[src/rtl/vga_text_render.sv]
// Text-mode pixel renderer: pixel coordinate -> text RAM -> font RAM -> RGB332.
// Fixed 4-cycle latency, one pixel per clock, with attribute blink, hardware cursor and 9-pixel cells.
module vga_text_render #(
    parameter int COLS         = 80,
    parameter int ROWS         = 25,
    parameter int FONT_W       = 8,
    parameter int FONT_H       = 14,
    parameter int BLINK_FRAMES = 16,
    parameter int CURSOR_START = 12,
    parameter int CURSOR_END   = 13
) (
    input  logic        sys_clk,
    input  logic        sys_rst,
    input  logic        px_valid,
    input  logic [9:0]  px_x,
    input  logic [9:0]  px_y,
    input  logic        frame_start,
    input  logic        cursor_en,
    input  logic [10:0] cursor_pos,
    output logic [10:0] text_a,
    input  logic [15:0] text_dr,
    output logic [12:0] font_a,
    input  logic [7:0]  font_dr,
    output logic [7:0]  p,
    output logic        p_valid
);

    localparam logic [9:0] FW = 10'(FONT_W);
    localparam logic [9:0] FH = 10'(FONT_H);
    localparam int         CW = $clog2(BLINK_FRAMES + 1);

    typedef struct packed {
        logic       valid;
        logic       in_range;
        logic       hit;
        logic       blink;
        logic [3:0] xoff;
    } meta_t;

    logic [9:0]  col, row;
    logic [3:0]  xoff;
    logic [4:0]  yoff;
    logic [10:0] cell_idx;
    logic        in_range, cursor_hit;

    meta_t       s1, s2, s3, s4;
    logic [4:0]  yoff1, yoff2;
    logic [15:0] word3, word4;

    logic [CW-1:0] frame_cnt;
    logic          blink_phase;

    logic        glyph_bit, pix_on;
    logic [3:0]  fg_idx, bg_idx;
    logic [7:0]  pix_rgb;

    function automatic logic [7:0] pal(input logic [3:0] c);
        logic [2:0] r, g;
        logic [1:0] b;
        r = c[2] ? (c[3] ? 3'b111 : 3'b101) : (c[3] ? 3'b010 : 3'b000);
        g = c[1] ? (c[3] ? 3'b111 : 3'b101) : (c[3] ? 3'b010 : 3'b000);
        b = c[0] ? (c[3] ? 2'b11 : 2'b10) : (c[3] ? 2'b01 : 2'b00);
        return {r, g, b};
    endfunction

    // The 11-bit cell index may wrap for off-screen coordinates; in_range masks that case.
    always_comb begin
        col        = px_x / FW;
        row        = px_y / FH;
        xoff       = 4'(px_x % FW);
        yoff       = 5'(px_y % FH);
        in_range   = ({1'b0, col} < 11'(COLS)) && ({1'b0, row} < 11'(ROWS));
        cell_idx   = {1'b0, row} * 11'(COLS) + {1'b0, col};
        cursor_hit = cursor_en && in_range && (cell_idx == cursor_pos) &&
                     (yoff >= 5'(CURSOR_START)) && (yoff <= 5'(CURSOR_END));
    end

    always_ff @(posedge sys_clk or posedge sys_rst) begin
        if (sys_rst) begin
            frame_cnt   <= '0;
            blink_phase <= 1'b0;
        end else if (frame_start) begin
            if (frame_cnt == CW'(BLINK_FRAMES - 1)) begin
                frame_cnt   <= '0;
                blink_phase <= ~blink_phase;
            end else begin
                frame_cnt <= frame_cnt + CW'(1);
            end
        end
    end

    // Metadata rides alongside the two RAM reads so it meets the matching data at each stage.
    always_ff @(posedge sys_clk or posedge sys_rst) begin
        if (sys_rst) begin
            text_a  <= '0;
            font_a  <= '0;
            s1      <= '0;
            s2      <= '0;
            s3      <= '0;
            s4      <= '0;
            yoff1   <= '0;
            yoff2   <= '0;
            word3   <= '0;
            word4   <= '0;
            p       <= 8'h00;
            p_valid <= 1'b0;
        end else begin
            text_a      <= (px_valid && in_range) ? cell_idx : 11'd0;
            s1.valid    <= px_valid;
            s1.in_range <= in_range;
            s1.hit      <= cursor_hit;
            s1.blink    <= blink_phase;
            s1.xoff     <= xoff;
            yoff1       <= yoff;

            s2    <= s1;
            yoff2 <= yoff1;

            s3     <= s2;
            word3  <= text_dr;
            font_a <= {5'b0, text_dr[7:0]} * 13'(FONT_H) + {8'b0, yoff2};

            s4    <= s3;
            word4 <= word3;

            p_valid <= s4.valid;
            p       <= (s4.valid && s4.in_range) ? pix_rgb : 8'h00;
        end
    end

    // Column 8 of a 9-wide cell repeats column 7 only for the line-drawing codes 0xC0-0xDF.
    always_comb begin
        glyph_bit = 1'b0;
        if (s4.xoff < 4'd8)
            glyph_bit = font_dr[s4.xoff[2:0]];
        else if (FONT_W == 9 && word4[7:5] == 3'b110)
            glyph_bit = font_dr[7];
        bg_idx  = {1'b0, word4[14:12]};
        fg_idx  = (word4[15] && s4.blink) ? bg_idx : word4[11:8];
        pix_on  = (s4.hit && !s4.blink) || glyph_bit;
        pix_rgb = pal(pix_on ? fg_idx : bg_idx);
    end

endmodule

[config.mk]
export PLATFORM = sky130hd
export DESIGN_NAME = vga_text_render
export DESIGN_NICKNAME = d
export VERILOG_FILES = /design/src/rtl/vga_text_render.sv
export SDC_FILE = /design/constraint.sdc
export NUM_CORES = 1
export LEC_CHECK = 0
export BUFFER_PORTS_ARGS = -buffer_cell sky130_fd_sc_hd__buf_2
export CORE_ASPECT_RATIO = 1.2
export CORE_MARGIN = 2
export CORE_UTILIZATION = 40
export CTS_CLUSTER_DIAMETER = 60
export DETAILED_ROUTE_END_ITERATION = 10
export SYNTH_ARGS = -nofsm -noshare
export SYNTH_HDL_FRONTEND = slang
export SYNTH_SLANG_ARGS = --single-unit
[constraint.sdc]
create_clock -name sys_clk -period 3.8 [get_ports sys_clk]
set_input_delay 0.76 -clock sys_clk [delete_from_list [all_inputs] [get_ports sys_clk]]
set_output_delay 0.76 -clock sys_clk [all_outputs]
set_load 0.01 [all_outputs]
==> summary.md <==
| Metric | Value |
|---|---|
| Detailed-route via count | `around 3,700` |
| Cell type of the slowest stage on the worst timing path | `fa_2` |
| Residual antenna-violating net count after detailed routing | `0` |
| Critical path endpoint category | `flop` |
| Chip Height | `124 um` |
| Sequential cell area | `0.00223 mm2` |
| Most used routing layer in global routing | `met2` |
| Final number of hold-violating endpoints | `0` |
| Least setup slack across all paths after layout | `-0.234 ns` |
| Clock transition at the registers of the reported paths | `roughly 0.060 ns` |
| Post-synth EDFFs | `0` |
| Worst hold start | `s3[6]$_DFF_PP0_` |
| Area of the multi-input gates | `between 0.002 and 0.003 mm2` |
| Number of nets in the layout | `682` |
| Worst-case clock buffer depth | `2` |
| Share of async-settable or async-resettable flops after synthesis | `100%` |
| Number of warnings reported in the yosys synthesis log | `0` |
| Synthesized netlist net count | `505` |
| Final WL | `around 11 mm` |
| Worst-case register-to-register setup slack | `roughly 1.8 ns` |
| Synth-to-Final Area Change | `43.8%` |
| Ratio of routed vias to standard cells | `between 4 and 5` |
| Adder and majority cell fraction of the synthesized area | `11.6%` |
| Remaining global-route overflow | `0` |
| Post-synthesis share of cell area spent on and, or, nand and nor gates | `around a tenth` |
| Count of unresolved DRC violations after routing | `0` |
| R2r endpoint | `font_a[11]$_DFF_PP0_` |
| Count of unique library cells instantiated by Yosys | `80` |
| Setup total negative slack | `-0.234 ns` |
| Average cell area after synthesis | `~12 um2` |
| Initial standard-cell utilization of the core | `about two fifths` |
| CTS Sinks | `89` |
| Overall die area | `0.0129 mm2` |
| Worst Path Max Fanout | `8` |
| Slew of the pin with the lowest slew margin | `between 0.5 and 0.6 ns` |
| Number of global-route vias before repair | `~3,800` |
| Worst setup SP type | `input port` |
| Sequential cell area fraction in the yosys report | `about 47%` |
| Fmax | `0.248 GHz` |
| Worst Skew | `0.00741 ns` |
| Final worst path period share | `106%` |
| Critical Setup Path Class | `in2reg` |
| Top cell by count, worst path | `o211ai_2` |
| Area share of xor/xnor cells in the synthesized design | `roughly 7.9%` |
| Met3 Use GR | `under 10%` |
| Root buffer selected by CTS | `clkbuf_16` |
| Layout fillers | `941` |
| Number of pins exceeding their max-slew limit in the final report | `0` |
| Final Wtd Congestion | `around 0.9` |
| Average wire per cell in the routed design | `between 10 and 15 um` |
| Min cycle time layout | `about 4 ns` |
| Hold/Removal Path Class | `reg2reg` |
| Post-synthesis instance area | `~0.0048 mm2` |
| Post-place instance area | `approximately 0.006 mm2` |
| Signal arrival time at the worst endpoint | `between 4 and 5 ns` |
| Leakage Power | `between 3 and 4 nW` |
| Pin count of the biggest net entering global routing | `90` |
| Die Span X | `104 um` |
| Run status | `finished, violations left` |
| Top library cells by usage in the layout, fill and taps aside | `dfrtp_1 (89), buf_2 (86), buf_4 (81), inv_1 (22), ha_1 (22)` |
| Number of buffers added on ports | `92` |
| Dominant combinational cell family by area after synthesis | `compound AO/OA/AOI/OAI gates` |
| Final standard cell utilization of the core | `~59%` |
| Max-capacitance violation count | `0` |
| Setup violation total in the final timing report | `1` |
| Share of post-route cells with drive strength above 1 | `between 40% and 50%` |
| Data required time of the worst path | `just over 4 ns` |
| Count of inserted antenna diode cells | `0` |
| Met2 track demand over resource in global routing | `between 30% and 40%` |
| Worst-case hold path end point | `s4[6]$_DFF_PP0_` |
| Violated checks | `setup timing` |
| I/O pins | `between 90 and 100` |
| Number of stages on the worst hold path | `0` |
| Dpl ws | `-0.761 ns` |
| TritonCTS clock tree | `done` |
| Core Region | `about 0.012 mm2` |
| Reg2Reg Launch Point | `yoff2[1]$_DFF_PP0_` |
| Worst skew pair latency | `0.33 ns` |
| Number of cell instances on the worst register-to-register path | `9` |
| First-pass GRT wire length | `~18 mm` |
| Post-detailed-placement half-perimeter wirelength | `8.34 mm` |
| Commonest non-fill, non-tap cell in the layout | `dfrtp_1` |
| Fraction of the mapped netlist area in compound gates | `roughly 15%` |
| Delay of the slowest cell on the worst path | `between 0.5 and 0.6 ns` |
| Core Rows | `43` |
| Flip-flop and latch count after synthesis | `89` |
| Top_reg_cell synth | `dfrtp_1` |
| Multiplexer share of the synthesized area | `3.01%` |
| Worst vdd rail ir drop | `0.278 mV` |
| Maximum level of the CTS H-tree | `3` |
| # hold bufs at CTS | `0` |
| Post-synthesis instance total | `between 400 and 500` |
| Setup repair after global routing missed its margin | `yes` |
| Number of antenna violations at the first check in global routing | `0` |
| Met1 demand-to-capacity share in global routing | `~21%` |
| Post-route standard cell area excluding fillers | `0.00689 mm2` |
| Slew headroom | `between 60% and 70%` |
| Number of violations reported at the end of detailed-routing iteration 0 | `a little under 90` |
| Ratio of total power to cell area | `about 480 mW/mm2` |
| Number of optimization iterations in the first detailed-route pass | `5` |
| Overall global routing resource usage | `between 15 and 20%` |
| Cells along the critical path | `buf_12, buf_4, or2_4, a2111o_1, o211ai_2, o211ai_2, o221ai_2, or2_1, o2bb2ai_4, ha_4, inv_1, fa_2, xor2_2, nand4_1, nor4_2, nand3_1, nor3_1, and3_1, o2111a_1` |
| Number of CTS-inserted buffers | `9` |
worst max-delay path: cells and delay by family:
family,cells,cell delay (ns)
buffers and inverters,3,0.30
and+or+nand+nor,7,1.20
xor gates and xnor gates,1,0.13
AOI/OAI and AO/OA,6,1.19
adders and majority gates,2,0.72
through the flow:
| step | hold slack (ns) | total power, mW | cells |
|---|---|---|---|
| floorplan | 0.331 | 1.83 | 408 |
| global placement | 0.331 | 2.19 | 710 |
| detailed placement | 0.335 | 2.22 | 710 |
| CTS | 0.349 | 3.27 | 739 |
| global route | 0.350 | 3.52 | 747 |
| finish | 0.344 | 3.31 | 747 |
report_power, final:
group | total, mW | switching (mW) | internal, mW
logic | 1.19 | 0.568 | 0.626
registers | 1.15 | 0.0545 | 1.10
clock network | 0.960 | 0.359 | 0.601
total | 3.31 | 0.982 | 2.33
Yosys cell counts, types with 4 or more instances:
master / instances / area (um2)
nand2b_1: 4 / 25.0
o21a_1: 4 / 30.0
a21oi_1: 19 / 95.1
nand4_1: 4 / 25.0
buf_6: 7 / 78.8
nor3b_1: 4 / 30.0
o21bai_1: 4 / 30.0
dfrtp_1: 89 / 2230
nor2_1: 23 / 86.3
nand3_1: 8 / 40.0
buf_4: 4 / 30.0
inv_1: 23 / 86.3
and3_1: 11 / 68.8
nand2_1: 13 / 48.8
mux2i_1: 5 / 50.1
a21o_1: 6 / 45.0
fa_1: 11 / 220
xor2_1: 21 / 184
ha_1: 26 / 325
xnor2_1: 22 / 193
buf_2: 6 / 30.0
o21ai_0: 11 / 55.1
metal layers:
layer | share of wire (%) | vias to the layer above
li1 | - | 1794
met5 | 0 | -
met3 | 4.4 | 15
met4 | 2.0 | 0
met1 | 42 | 1779
met2 | 52 | 100
state kept, by name, summed over array words and instances, names as in the netlist:
signal,flops
s4,7
p_valid,1
font_a,13
s1,7
s2,7
p,4
yoff2,5
s3,7
word4,8
frame_cnt,5
text_a,11
word3,8
blink_phase,1
yoff1,5
cells by family after synthesis:
| family | count (synthesis) |
|---|---|
| AO/OA/AOI/OAI | 92 |
| XOR/XNOR | 43 |
| adder cells (fa/ha/maj) | 38 |
| buffers and inverters | 43 |
| flip-flops | 89 |
| multiplexers | 11 |
| other | 1 |
| AND/OR/NAND/NOR | 91 |
cell type report:
class                           count  area share [%]
Multi-Input combinational cell    276            39.4
Clock buffer                       10            3.47
Tap cell                          157            2.85
Sequential cell                    89            32.3
Timing Repair Buffer              184            19.1
Inverter                           25            1.38
Clock inverter                      6            1.40
repair_timing:
action                                  CTS  global route
resized for setup                        55            34
cloned                                    2             0
buffers inserted                         12             8
pin swaps                                28            22
endpoints found under the setup margin    2             4
worst max-delay path by stage:
| stage | from | to | slack (ns) |
|---|---|---|---|
| global placement | px_y[6] | s1[5]$_DFF_PP0_ | -0.74 |
| floorplan | px_y[6] | s1[5]$_DFF_PP0_ | -0.43 |
| global route | px_y[6] | s1[5]$_DFF_PP0_ | -0.42 |
| finish | px_y[8] | s1[5]$_DFF_PP0_ | -0.23 |
| detailed placement | px_y[6] | s1[5]$_DFF_PP0_ | -0.76 |
| CTS | px_y[8] | s1[5]$_DFF_PP0_ | -0.26 |
No activity file was read; power rests on OpenSTA's default activity.
